### config.mk
export PLATFORM = sky130hd
export DESIGN_NAME = seq_alu
export DESIGN_NICKNAME = d
export VERILOG_FILES = /design/src/rtl/seq_alu.sv
export SDC_FILE = /design/constraint.sdc
export NUM_CORES = 1
export LEC_CHECK = 0
export BUFFER_PORTS_ARGS = -buffer_cell sky130_fd_sc_hd__buf_4
export CORE_MARGIN = 10
export CORE_UTILIZATION = 40
export DETAILED_ROUTE_END_ITERATION = 8
export GPL_TIMING_DRIVEN = 0
export PLACE_DENSITY_LB_ADDON = 0.12
export SLEW_MARGIN = 15
export SYNTH_ARGS = -nofsm -noshare
export SYNTH_HDL_FRONTEND = slang
export SYNTH_SLANG_ARGS = --single-unit
### constraint.sdc
create_clock -name clk -period 2.8 [get_ports clk]
set_clock_uncertainty 0.15 [all_clocks]
set_input_delay 0.14 -clock clk [delete_from_list [all_inputs] [get_ports clk]]
set_output_delay 0.14 -clock clk [all_outputs]
set_load 0.02 [all_outputs]
### src/rtl/seq_alu.sv
// Registered ALU with a valid/ready input handshake.
// Variable shift and multiply run as multi-cycle FSM ops.
module seq_alu #(
    parameter int WIDTH = 8,
    parameter int SHW   = $clog2(WIDTH)
) (
    input  logic             clk,
    input  logic             rst,
    input  logic             inValid,
    output logic             inReady,
    input  logic [2:0]       opSel,
    input  logic [WIDTH-1:0] opA,
    input  logic [WIDTH-1:0] opB,
    output logic             outValid,
    output logic [WIDTH-1:0] result,
    output logic             carryFlag,
    output logic             zeroFlag
);

    typedef enum logic [1:0] {
        IDLE,
        SHIFT,
        MULT
    } state_t;

    state_t state, state_nx;

    // One extra bit so the counter can hold WIDTH for multiply
    logic [SHW:0]         count, count_nx;
    logic [2*WIDTH-1:0]   acc, acc_nx;
    logic [2*WIDTH-1:0]   mcand, mcand_nx;
    logic [WIDTH-1:0]     work, work_nx;
    logic [WIDTH-1:0]     mplier, mplier_nx;
    logic                 wcarry, wcarry_nx;
    logic [WIDTH-1:0]     result_nx;
    logic                 carry_nx;
    logic                 load;
    logic [WIDTH:0]       sum;
    logic [WIDTH:0]       diff;

    assign inReady = (state == IDLE);
    assign sum     = {1'b0, opA} + {1'b0, opB};
    assign diff    = {1'b0, opA} - {1'b0, opB};

    always_comb begin
        state_nx  = state;
        count_nx  = count;
        acc_nx    = acc;
        mcand_nx  = mcand;
        work_nx   = work;
        mplier_nx = mplier;
        wcarry_nx = wcarry;
        result_nx = result;
        carry_nx  = carryFlag;
        load      = 1'b0;
        unique case (state)
            IDLE: begin
                if (inValid) begin
                    unique case (opSel)
                        3'b000: begin
                            load      = 1'b1;
                            result_nx = opA & opB;
                            carry_nx  = 1'b0;
                        end
                        3'b001: begin
                            load      = 1'b1;
                            result_nx = opA ^ opB;
                            carry_nx  = 1'b0;
                        end
                        3'b010: begin
                            load      = 1'b1;
                            result_nx = sum[WIDTH-1:0];
                            carry_nx  = sum[WIDTH];
                        end
                        3'b011: begin
                            load      = 1'b1;
                            result_nx = {opA[WIDTH-2:0], 1'b0};
                            carry_nx  = opA[WIDTH-1];
                        end
                        3'b100: begin
                            load      = 1'b1;
                            result_nx = diff[WIDTH-1:0];
                            carry_nx  = diff[WIDTH];
                        end
                        3'b101: begin
                            load      = 1'b1;
                            result_nx = opA | opB;
                            carry_nx  = 1'b0;
                        end
                        3'b110: begin
                            state_nx  = SHIFT;
                            count_nx  = {1'b0, opB[SHW-1:0]};
                            work_nx   = opA;
                            wcarry_nx = 1'b0;
                        end
                        3'b111: begin
                            state_nx  = MULT;
                            count_nx  = (SHW+1)'(WIDTH);
                            acc_nx    = '0;
                            mcand_nx  = {{WIDTH{1'b0}}, opA};
                            mplier_nx = opB;
                        end
                    endcase
                end
            end
            SHIFT: begin
                if (count != '0) begin
                    wcarry_nx = work[WIDTH-1];
                    work_nx   = {work[WIDTH-2:0], 1'b0};
                    count_nx  = count - 1'b1;
                end else begin
                    load      = 1'b1;
                    result_nx = work;
                    carry_nx  = wcarry;
                    state_nx  = IDLE;
                end
            end
            MULT: begin
                if (count != '0) begin
                    if (mplier[0]) acc_nx = acc + mcand;
                    mcand_nx  = {mcand[2*WIDTH-2:0], 1'b0};
                    mplier_nx = {1'b0, mplier[WIDTH-1:1]};
                    count_nx  = count - 1'b1;
                end else begin
                    load      = 1'b1;
                    result_nx = acc[WIDTH-1:0];
                    carry_nx  = |acc[2*WIDTH-1:WIDTH];
                    state_nx  = IDLE;
                end
            end
            default: state_nx = IDLE;
        endcase
    end

    always_ff @(posedge clk or posedge rst) begin
        if (rst) begin
            state     <= IDLE;
            count     <= '0;
            acc       <= '0;
            mcand     <= '0;
            work      <= '0;
            mplier    <= '0;
            wcarry    <= 1'b0;
            result    <= '0;
            carryFlag <= 1'b0;
            zeroFlag  <= 1'b1;
            outValid  <= 1'b0;
        end else begin
            state    <= state_nx;
            count    <= count_nx;
            acc      <= acc_nx;
            mcand    <= mcand_nx;
            work     <= work_nx;
            mplier   <= mplier_nx;
            wcarry   <= wcarry_nx;
            outValid <= load;
            if (load) begin
                result    <= result_nx;
                carryFlag <= carry_nx;
                zeroFlag  <= (result_nx == '0);
            end
        end
    end

endmodule

==> impl_metrics.csv, run 1 <==
group,metric,value,unit
yosys,syn-cell-area,5350,µm²
routing,drc_errors,0,
routing,antenna_left,0,
yosys,synthArstFlopShare,1.00,
sta,drv_slew,0,
sta,period_share,0.952,
finish,multiInputGateArea,3460,µm²
worst_setup_path,startpoint_type,"input pin",
global_route,grt_first_pass_wirelength,26600,µm
sta,finalSetupViolCount,0,
cts,root_buffer,"clkbuf_16",
yosys,yosysUniqueCellTypes,81,
yosys,synth_area_leaders,"dfrtp_1 30%, ha_1 10%, nand2_1 5.8%, o21ai_0 5.7%, mux2i_1 5.1%",
routing,dr.pass1.iters,6,
sta,timing.fmax,0.375,GHz
finish,drive_above_1_share,0.150,
cts,clockBufferDepth,2,
die,die_x,136,µm
sta,finalCriticalPeriod,2670,ps
global_route,gr-total-overflow,0,
cts,cts_made_buffers,9,
placement,port_buffers,32,
finish,fillers,1329,
sta,max-slew-margin-rel,0.476,
sta,hold_viol_final,0,
worst_setup_path,cp_data_required_time,2930,ps
yosys,synth_ff_type,"dfrtp_1",
flow_run,maxCapViolCount,0,
routing,via_per_inst,5.76,
global_route,use_met1,0.252,
routing,drt-initial-drc-count,417,
die,placementRows,42,
yosys,ys_ff_latch,66,
cts,cts_sinks,66,
power_and_ir_drop,power_density,884,nW/µm²
yosys,synth_area_leader_cell,"dfrtp_1",
placement,hpwl,12700,µm
power_and_ir_drop,leakage,2.83,nW
routing,vias,5000,
yosys,yosysSeqAreaShare,0.309,
cts,cts_tree,"built",
yosys,yosysWarningCount,0,
die,dieArea,18400,µm²
routing,wl_per_cell,19.1,µm
global_route,grt_pass1_vias,4766,
worst_setup_path,worst_setup_path_end_kind,"flop",
yosys,syn-instance-count,634,
finish,diodes,0,
finish,final_util,0.480,
worst_setup_path,critical_path_arrival,2800,ps
sta,tightest_slew,776,ps
placement,dpl_worst_slack,-246,ps
global_route,grt_usage,0.183,
yosys,synth_edf_count,0,
worst_setup_path,critPathKind,"input pin to flop",
status,status,"completed",
finish,regArea,1650,µm²
global_route,grt.busiest_layer,"met2",
hold_path,hp-class,"input pin to flop",
finish,nNetsFinal,756,
yosys,syn_nets,703,
placement,dp_cells,843,
yosys,syn_area_per_cell,8.43,µm²
finish,final_cells,868,
worst_setup_path,path_max_fanout,9,
die,core-area,13200,µm²
routing,wl,16600,µm
global_route,met2_usage,0.279,
die,initial_core_util,0.405,
cts,insertion_delay,340,ps
die,fp.dieH,136,µm
yosys,synth_top_area_share,0.304,
die,ios,34,
cts,cts.htree.levels,3,
sta,rsz0062_at_grt,"true",
global_route,grt_max_degree,59,
sta,layout_setup_ws,134,ps
cts,clkSlewWorstSetupHoldPaths,60,ps
global_route,grt.met3_usage,0.0412,
power_and_ir_drop,finalPower,5.60,mW
power_and_ir_drop,peakVddDrop,0.534,mV
global_route,antenna_found_initial,0,
finish,syn2layout_area_growth,18.5,%
placement,finalWeightedCongestion,0.874,
## sequential cells by signal, indices dropped and copies added, names as in the netlist
signal,cells
acc,16
state,2
mcand,16
wcarry,1
outValid,1
count,4
carryFlag,1
work,8
zeroFlag,1
result,8
mplier,8
## cells in the final DEF, fill, tap and decap left out, drive strengths merged, types with 16 or more instances in the layout
master | netlist | final
a21oi | 46 | 46
buf | 16 | 52
clkbuf | 14 | 24
dfrtp | 65 | 65
ha | 44 | 44
inv | 41 | 42
mux2i | 27 | 27
nand2 | 84 | 84
nand3 | 16 | 16
nor2 | 39 | 39
nor3 | 16 | 16
o21ai | 64 | 64
## area by class of cell
class | count | area share
plain buffers | 30 | 0.0225
clock buffers | 10 | 0.0377
clock inverters | 6 | 0.0178
inverters | 42 | 0.0255
multi-input cells | 496 | 0.546
flip-flops and latches | 66 | 0.261
well taps | 176 | 0.0348
repair buffers | 42 | 0.0553
## synthesized netlist by cell type, drive strengths merged, types with 5 or more instances
master / count
nand2: 84
dfrtp: 65
o21ai: 64
a21oi: 46
ha: 44
inv: 41
nor2: 39
mux2i: 27
buf: 16
nand3: 16
nor3: 16
clkbuf: 14
a22o: 13
nor2b: 11
a21o: 9
a22oi: 8
a31oi: 8
xnor2: 8
o31ai: 7
a211oi: 6
nand2b: 6
o21a: 6
a211o: 5
o41ai: 5
## metal layers
metal  part of all wire  vias up
li1                   -     2421
met5                  0        -
met2               0.45      143
met1               0.48     2411
met4              0.023        0
met3              0.051       25
## through the flow
step / instance area [µm²] / hold slack, ps / setup TNS (ps)
CTS: 6280 / 10.6 / 0
global route: 6340 / 32.1 / -5.09
detailed placement: 5840 / -97.7 / -3540
global placement: 5810 / 254 / -4930
finish: 6340 / 30.3 / 0
floorplan: 5350 / 123 / 0
## what timing repair did
item,in CTS,in global routing
hold buffers,6,0
hold endpoints to repair,71,0
pin swaps,1,2
endpoints found under the setup margin,35,22
gates resized for setup,8,13
setup buffers,1,2
## kinds of logic (layout without fill, tap and decap cells)
family	after synthesis	after routing	synth area share
flops	66	66	0.309
buf+inv	72	130	0.0547
fa+ha+maj	47	47	0.114
mux	30	30	0.0590
xor+xnor	10	10	0.0164
compound gates	213	213	0.267
simple gates	196	196	0.179
## report_power, final
| part | leakage (nW) | internal, mW | switching (mW) |
|---|---|---|---|
| Sequential | 0.849 | 1.31 | 0.344 |
| Combinational | 1.80 | 1.04 | 1.57 |
| Clock | 0.173 | 0.897 | 0.440 |
| Total | 2.83 | 3.24 | 2.36 |
## worst max-delay path, stage by stage
cell	delay, ps
dlygate4sd3_1	540
buf_4	140
inv_1	70
ha_1	220
clkbuf_1	200
inv_1	180
a21oi_1	120
a2111oi_2	430
nor3b_2	110
a221oi_2	400
mux2_2	240
## path summary, 6_finish.rpt
| check | start | end | slack, ps | depth (start not counted) |
|---|---|---|---|---|
| hold / removal | opA[7] | mcand[7] | 30 | 3 |
| setup / recovery | opB[5] | result[7] | 130 | 11 |
| setup reg to reg | acc[3] | acc[15] | 130 | 8 |
| max in group asynchronous | rst | zeroFlag | 1830 | 4 |
| min in group asynchronous | rst | mplier[2] | 100 | 3 |
| hold reg to reg | mplier[2] | mplier[2] | 330 | 2 |
Note: power is estimated with default switching activity, not from simulation.
==> inputs of run 2 (changes only) <==
--- a/config.mk
+++ b/config.mk
@@ -5,6 +5,7 @@
 export SDC_FILE = /design/constraint.sdc
 export NUM_CORES = 1
 export LEC_CHECK = 0
+export ABC_AREA = 1
 export BUFFER_PORTS_ARGS = -buffer_cell sky130_fd_sc_hd__buf_4
 export CORE_MARGIN = 10
 export CORE_UTILIZATION = 40
==> run 2 against run 1 <==
  * Worst setup slack improved by 71 ps
  * Routed wire length shrank 4.4%
  * Synthesized area down 0.44%
  * Synthesized cell count is 21% higher
  * Non-clock buffer count is 9 lower
  * Clock-buffer cell count fell by 1
  * Sequential power is 7% lower
  * Die area down 0.38%
  * Final area decreased by 2.2%
  * Sequential share of layout area is 0.57 points higher
  * Critical path type is now flop to flop
  * Highest routed layer unchanged
==> impl_metrics.csv, run 2 <==
group,metric,value,unit
status,status,"completed",
yosys,synthArstFlopShare,1.00,
finish,nNetsFinal,887,
cts,cts_made_buffers,9,
power_and_ir_drop,p_seq_frac,0.266,
worst_setup_path,reg2reg_from,"state[0]",
worst_setup_path,cp_data_required_time,2920,ps
worst_setup_path,crit_path_start,"state[0]",
cts,insertion_delay,350,ps
worst_setup_path,critPathKind,"flop to flop",
yosys,synth_common_cells,"219 x nand2_1, 99 x inv_1, 71 x o21ai_0, 65 x dfrtp_1, 55 x nand3_1",
yosys,yosysWarningCount,0,
die,dieArea,18300,µm²
sta,layout_setup_ws,205,ps
finish,mostFrequentLayoutCell,"nand2_1",
sta,finalCriticalPeriod,2600,ps
yosys,synth_area_leaders,"dfrtp_1 31%, nand2_1 15%, ha_1 10%, inv_1 7.0%, o21ai_0 6.7%",
flow_run,maxCapViolCount,0,
placement,hpwl,12400,µm
cts,postCtsSetupRepairBufs,0,
die,placementRows,42,
placement,finalWeightedCongestion,0.909,
sta,rsz0062_at_grt,"false",
die,fp.dieH,135,µm
cts,cts_resized,0,
placement,port_buffers,33,
yosys,yosysSeqAreaShare,0.310,
cts,cts_tree,"built",
yosys,synth_edf_count,0,
cts,clockBufferDepth,2,
power_and_ir_drop,finalPower,5.78,mW
cts,clkSlewWorstSetupHoldPaths,60,ps
worst_setup_path,path_max_fanout,10,
sta,hold_viol_final,0,
finish,fillers,1410,
yosys,synth_most_common_cell,"nand2_1",
worst_setup_path,worst_setup_path_end_kind,"flop",
finish,final_cell_area,6200,µm²
power_and_ir_drop,p_int,3.05,mW
die,core-area,13100,µm²
finish,multiInputGateArea,3170,µm²
finish,regArea,1650,µm²
yosys,ys_ff_latch,66,
power_and_ir_drop,leakage,3.13,nW
finish,reg.largest.list,"acc x16, mcand x16",
global_route,gr-total-overflow,0,
yosys,synth_ff_type,"dfrtp_1",
worst_setup_path,crit_top_cell,"nand2_1",
routing,drt-initial-drc-count,358,
finish,drive_above_1_share,0.114,
yosys,yosysUniqueCellTypes,45,
yosys,synth_area_leader_cell,"dfrtp_1",
global_route,grt_usage,0.179,
sta,tightest_slew,726,ps
routing,vias,5219,
sta,max-slew-margin-rel,0.514,
worst_setup_path,crit_chain,"inv_1 > ha_1 > buf_2 > inv_2 > nor2_2 > clkbuf_1 > a221oi_1 > nand2_1 > nand2_1 > nand2_1 > inv_1 > nand3_1 > nand2_1",
power_and_ir_drop,p_comb_frac,0.537,
routing,wl,15900,µm
yosys,syn_area_per_cell,6.97,µm²
finish,diodes,0,
die,die_x,135,µm
global_route,grt_first_pass_wirelength,26100,µm
cts,root_buffer,"clkbuf_16",
sta,drv_slew,0,
yosys,syn-cell-area,5320,µm²
placement,dp_cells,974,
placement,dpl_worst_slack,262,ps
power_and_ir_drop,p_sw_frac,0.472,
worst_setup_path,crit_path_max_incr_delay,500,ps
routing,drc_errors,0,
routing,antenna_left,0,
worst_setup_path,startpoint_type,"flop",
hold_path,hp-class,"input pin to flop",
worst_setup_path,cp_slowest_cell,"clkbuf_1",
finish,syn2layout_area_growth,16.5,%
yosys,syn_nets,833,
routing,via_per_inst,5.22,
placement,place_area,5810,µm²
power_and_ir_drop,power_density,932,nW/µm²
finish,final_cells,999,
cts,cts_sinks,66,
cts,cts.htree.levels,3,
die,ios,34,
power_and_ir_drop,pwr-share-clk,0.197,
sta,finalSetupViolCount,0,
sta,whs,68.9,ps
routing,wl_per_cell,15.9,µm
worst_setup_path,critical_path_arrival,2720,ps
yosys,synth_top_area_share,0.306,
sta,period_share,0.927,
cts,ctsHoldBuffers,9,
power_and_ir_drop,peakVddDrop,0.654,mV
die,initial_core_util,0.405,
global_route,grt_pass1_vias,4936,
routing,dr.pass1.iters,6,
hold_path,hp-start,"opB[0]",
finish,final_cell_mix,"219 x nand2_1, 98 x inv_1, 71 x o21ai_0",
sta,timing.fmax,0.385,GHz
power_and_ir_drop,p_sw,2.73,mW
global_route,grt_max_degree,42,
global_route,antenna_found_initial,0,
yosys,syn-instance-count,764,
-- run 2: cell count changes after synthesis, moves of 10 or more --
cell / change
nor2b_1: -11
o211ai_1: +11
inv_1: +60
nand3_1: +39
mux2i_1: -27
a22o_1: -12
o21ai_0: +10
o21ai_1: +11
nand2_1: +136
nor3_1: -10
-- run 2: path summary, 6_finish.rpt --
kind                             end  slack (ps)  cells after the start
max                         zeroFlag         200                     13
min                        mplier[0]          70                      4
max reg2reg                 zeroFlag         200                     13
min reg2reg                 zeroFlag         320                      2
max in group asynchronous   zeroFlag        1720                      4
min in group asynchronous  mplier[6]         170                      3
-- run 2: layer usage --
layer	vias up	wire, µm	GRT usage
met5	-	0	0
met3	17	910	0.0415
li1	2621	-	-
met1	2460	7550	0.241
met2	121	7080	0.279
met4	0	324	0.0520
-- run 2: layout make-up --
class                   instances  area share
flip-flops and latches         66       0.267
clock inverters                 7      0.0113
multi-input cells             568       0.511
well taps                     176      0.0355
inverters                     110      0.0674
clock buffers                   9      0.0363
repair buffers                 43      0.0577
plain buffers                  20      0.0139
-- run 2: logic make-up (layout without fill, tap and decap cells) --
family / after synthesis / in the layout / share of synthesized area
buffers and inverters: 130 / 189 / 0.0942
DFF: 66 / 66 / 0.310
adders and majority gates: 47 / 47 / 0.115
AOI/OAI and AO/OA: 178 / 178 / 0.200
xor gates and xnor gates: 5 / 5 / 0.00823
and+or+nand+nor: 338 / 338 / 0.272
-- run 2: through the flow --
step | util | TNS [ps]
finish | 0.472 | 0
global route | 0.472 | 0
CTS | 0.472 | 0
detailed placement | 0.443 | 0
global placement | 0.441 | -6900
floorplan | - | 0
-- run 2: power groups by stage --
stage                     combinational, mW  clock [mW]  sequential (mW)
after CTS                              3.10        1.17             1.54
after global placement                 3.03           0             1.55
after detailed placement               3.07           0             1.56
after global routing                   3.53        1.21             1.59
final                                  3.10        1.14             1.54
after floorplan                        2.18           0             1.57
-- run 2: worst max-delay path, delay by kind of cell (launching register included) --
family | cells | cell delay [ps]
flops | 1 | 410
compound gates | 1 | 210
buf+inv | 5 | 970
simple gates | 6 | 620
fa+ha+maj | 1 | 160
==> inputs of run 3 (changes only) <==
--- a/config.mk
+++ b/config.mk
@@ -7,7 +7,6 @@
 export LEC_CHECK = 0
 export ABC_AREA = 1
 export BUFFER_PORTS_ARGS = -buffer_cell sky130_fd_sc_hd__buf_4
-export CORE_MARGIN = 10
 export CORE_UTILIZATION = 40
 export DETAILED_ROUTE_END_ITERATION = 8
 export GPL_TIMING_DRIVEN = 0
==> run 3 against run 2 <==
  * Core utilization up 1.7 points
  * Non-clock buffer count unchanged
  * Flip-flop and latch count unchanged
  * Clock-buffer cell count unchanged
  * Sequential power about the same
  * Sequential share of layout area down 0.17 points
  * Total power up 1.6%
  * Combinational power about the same
  * Die area down 25%
  * Final area up 0.65%
  * Hold slack worse by 21 ps
  * Global-route usage up 5.6 points
  * Critical path type is now input pin to flop
==> impl_metrics.csv, run 3 (synthesized netlist as in run 2, its figures left out) <==
group,metric,value,unit
global_route,grt_max_degree,54,
sta,tightest_slew,646,ps
global_route,gr-total-overflow,0,
global_route,grt.met3_usage,0.0491,
worst_setup_path,critPathTopFamily,"buffers and inverters",
flow_run,maxCapViolCount,0,
die,placementRows,41,
worst_setup_path,path_max_fanout,8,
hold_path,hold_depth,4,
worst_setup_path,crit_chain,"dlygate4sd3_1 > buf_4 > inv_1 > ha_1 > buf_2 > inv_1 > a21oi_2 > nand2_1 > nand2_1 > nand2_1 > o21ai_0 > nand2_1 > nand2_1 > nand2_1 > nand2_1 > nand2_1 > nor2_1 > nand3_1 > nand2_1",
global_route,grt_pass1_vias,4908,
finish,diodes,0,
sta,rsz0062_at_grt,"false",
die,dieArea,13800,µm²
die,die_x,117,µm
die,fp.dieH,117,µm
finish,drive_above_1_share,0.117,
routing,dr.pass1.iters,5,
worst_setup_path,cp_slowest_cell,"dlygate4sd3_1",
routing,wl_per_cell,15.4,µm
cts,cts_made_buffers,9,
power_and_ir_drop,finalPower,5.87,mW
power_and_ir_drop,power_density,941,nW/µm²
worst_setup_path,startpoint_type,"input pin",
worst_setup_path,crit_top_cell,"nand2_1",
worst_setup_path,critPathKind,"input pin to flop",
global_route,grt_first_pass_wirelength,25500,µm
placement,dp_cells,970,
finish,syn2layout_area_growth,17.2,%
placement,finalWeightedCongestion,0.904,
routing,antenna_left,0,
finish,nNetsFinal,887,
sta,finalSetupViolCount,0,
hold_path,hp-class,"input pin to flop",
sta,timing.fmax,0.398,GHz
finish,final_cells,995,
cts,cts_tree,"built",
worst_setup_path,critical_path_arrival,2650,ps
sta,drv_slew,0,
worst_setup_path,worst-r2r-setup-slack,420,ps
status,status,"completed",
routing,wl,15300,µm
worst_setup_path,reg2reg_from,"state[0]",
routing,via_per_inst,5.32,
placement,port_buffers,33,
worst_setup_path,critical_path_buf_inv_count,5,
finish,reg.largest.list,"acc x16, mcand x16",
worst_setup_path,timing.rr.end,"work[0]",
cts,root_buffer,"clkbuf_16",
worst_setup_path,crit_path_max_incr_delay,520,ps
cts,clkSlewWorstSetupHoldPaths,60,ps
worst_setup_path,cp_data_required_time,2940,ps
global_route,grt.busiest_layer,"met2",
sta,max-slew-margin-rel,0.569,
placement,hpwl,12000,µm
routing,drt-initial-drc-count,349,
routing,vias,5298,
die,ios,34,
cts,cts.htree.levels,3,
cts,insertion_delay,350,ps
sta,finalCriticalPeriod,2510,ps
sta,hold_viol_final,0,
power_and_ir_drop,peakVddDrop,0.614,mV
cts,cts_sinks,66,
global_route,antenna_found_initial,0,
global_route,grt_usage,0.234,
sta,whs,48.1,ps
hold_path,hp-start,"opB[0]",
hold_path,min_to,"mplier[0]",
worst_setup_path,worst_setup_path_end_kind,"flop",
finish,mostFrequentLayoutCell,"nand2_1",
die,initial_core_util,0.417,
finish,final_cell_mix,"219 x nand2_1, 98 x inv_1, 71 x o21ai_0",
global_route,use_met1,0.326,
worst_setup_path,reg2reg_depth,10,
sta,period_share,0.897,
die,core-area,12800,µm²
global_route,met2_usage,0.362,
routing,drc_errors,0,
power_and_ir_drop,leakage,3.16,nW
cts,clockBufferDepth,2,
run 3: cell types whose count changed in the layout (fill, tap and decap cells not counted):
cell / delta
a21oi_1: -1
a21oi_2: +1
buf_12: -1
buf_16: +1
bufinv_16: +1
clkbuf_1: -1
clkbuf_2: +1
clkinv_2: -2
clkinv_4: +3
clkinvlp_4: -3
inv_6: +1
run 3: layout make-up:
cell class / count / area, µm²
buffer: 20 / 87.6
clock buffer: 9 / 225
clock inverter: 7 / 103
fill: 1282 / 6530
inverter: 110 / 418
multi-input combinational: 568 / 3170
sequential: 66 / 1650
tap: 172 / 215
timing repair buffer: 43 / 365
run 3: worst reg2reg max path, delay by kind of cell (launching register included):
family / cells / cell delay [ps]
buf+inv: 4 / 590
flops: 1 / 410
simple gates: 3 / 560
fa+ha+maj: 1 / 350
compound gates: 2 / 170
run 3: through the flow:
step                      utilization  cell area, µm²  setup TNS [ps]  worst slack, ps
after CTS                       0.488            6230               0              226
after global placement          0.453            5790           -6030            -99.4
final                           0.488            6240               0              287
after floorplan                     -            5320               0              669
after detailed placement        0.455            5820               0              268
after global routing            0.488            6240               0             19.6
run 3: layer usage:
layer / part of all wire / vias up
met4: 0.022 / 0
met2: 0.44 / 130
li1: - / 2629
met5: 0 / -
met3: 0.048 / 22
met1: 0.49 / 2517
run 3: how the worst max path moves through the flow:
stage | end | cells past startpoint | from | slack, ps
after floorplan | work[0] | 10 | state[0] | 670
after global placement | mplier[3] | 2 | rst | -100
after detailed placement | zeroFlag | 13 | state[0] | 270
after CTS | zeroFlag | 13 | state[0] | 230
after global routing | zeroFlag | 19 | opB[2] | 20
final | zeroFlag | 19 | opB[2] | 290
run 3: power breakdown:
group / switching [mW] / internal [mW]
Sequential: 0.227 / 1.30
Combinational: 2.03 / 1.06
Clock: 0.463 / 0.787
run 3: repair_timing:
| action | in CTS | in global routing |
|---|---|---|
| resized for setup | 0 | 3 |
| buffers inserted | 0 | 0 |
| setup endpoints to repair | 0 | 1 |
| hold buffers | 9 | 0 |
| hold endpoints to repair | 73 | 0 |
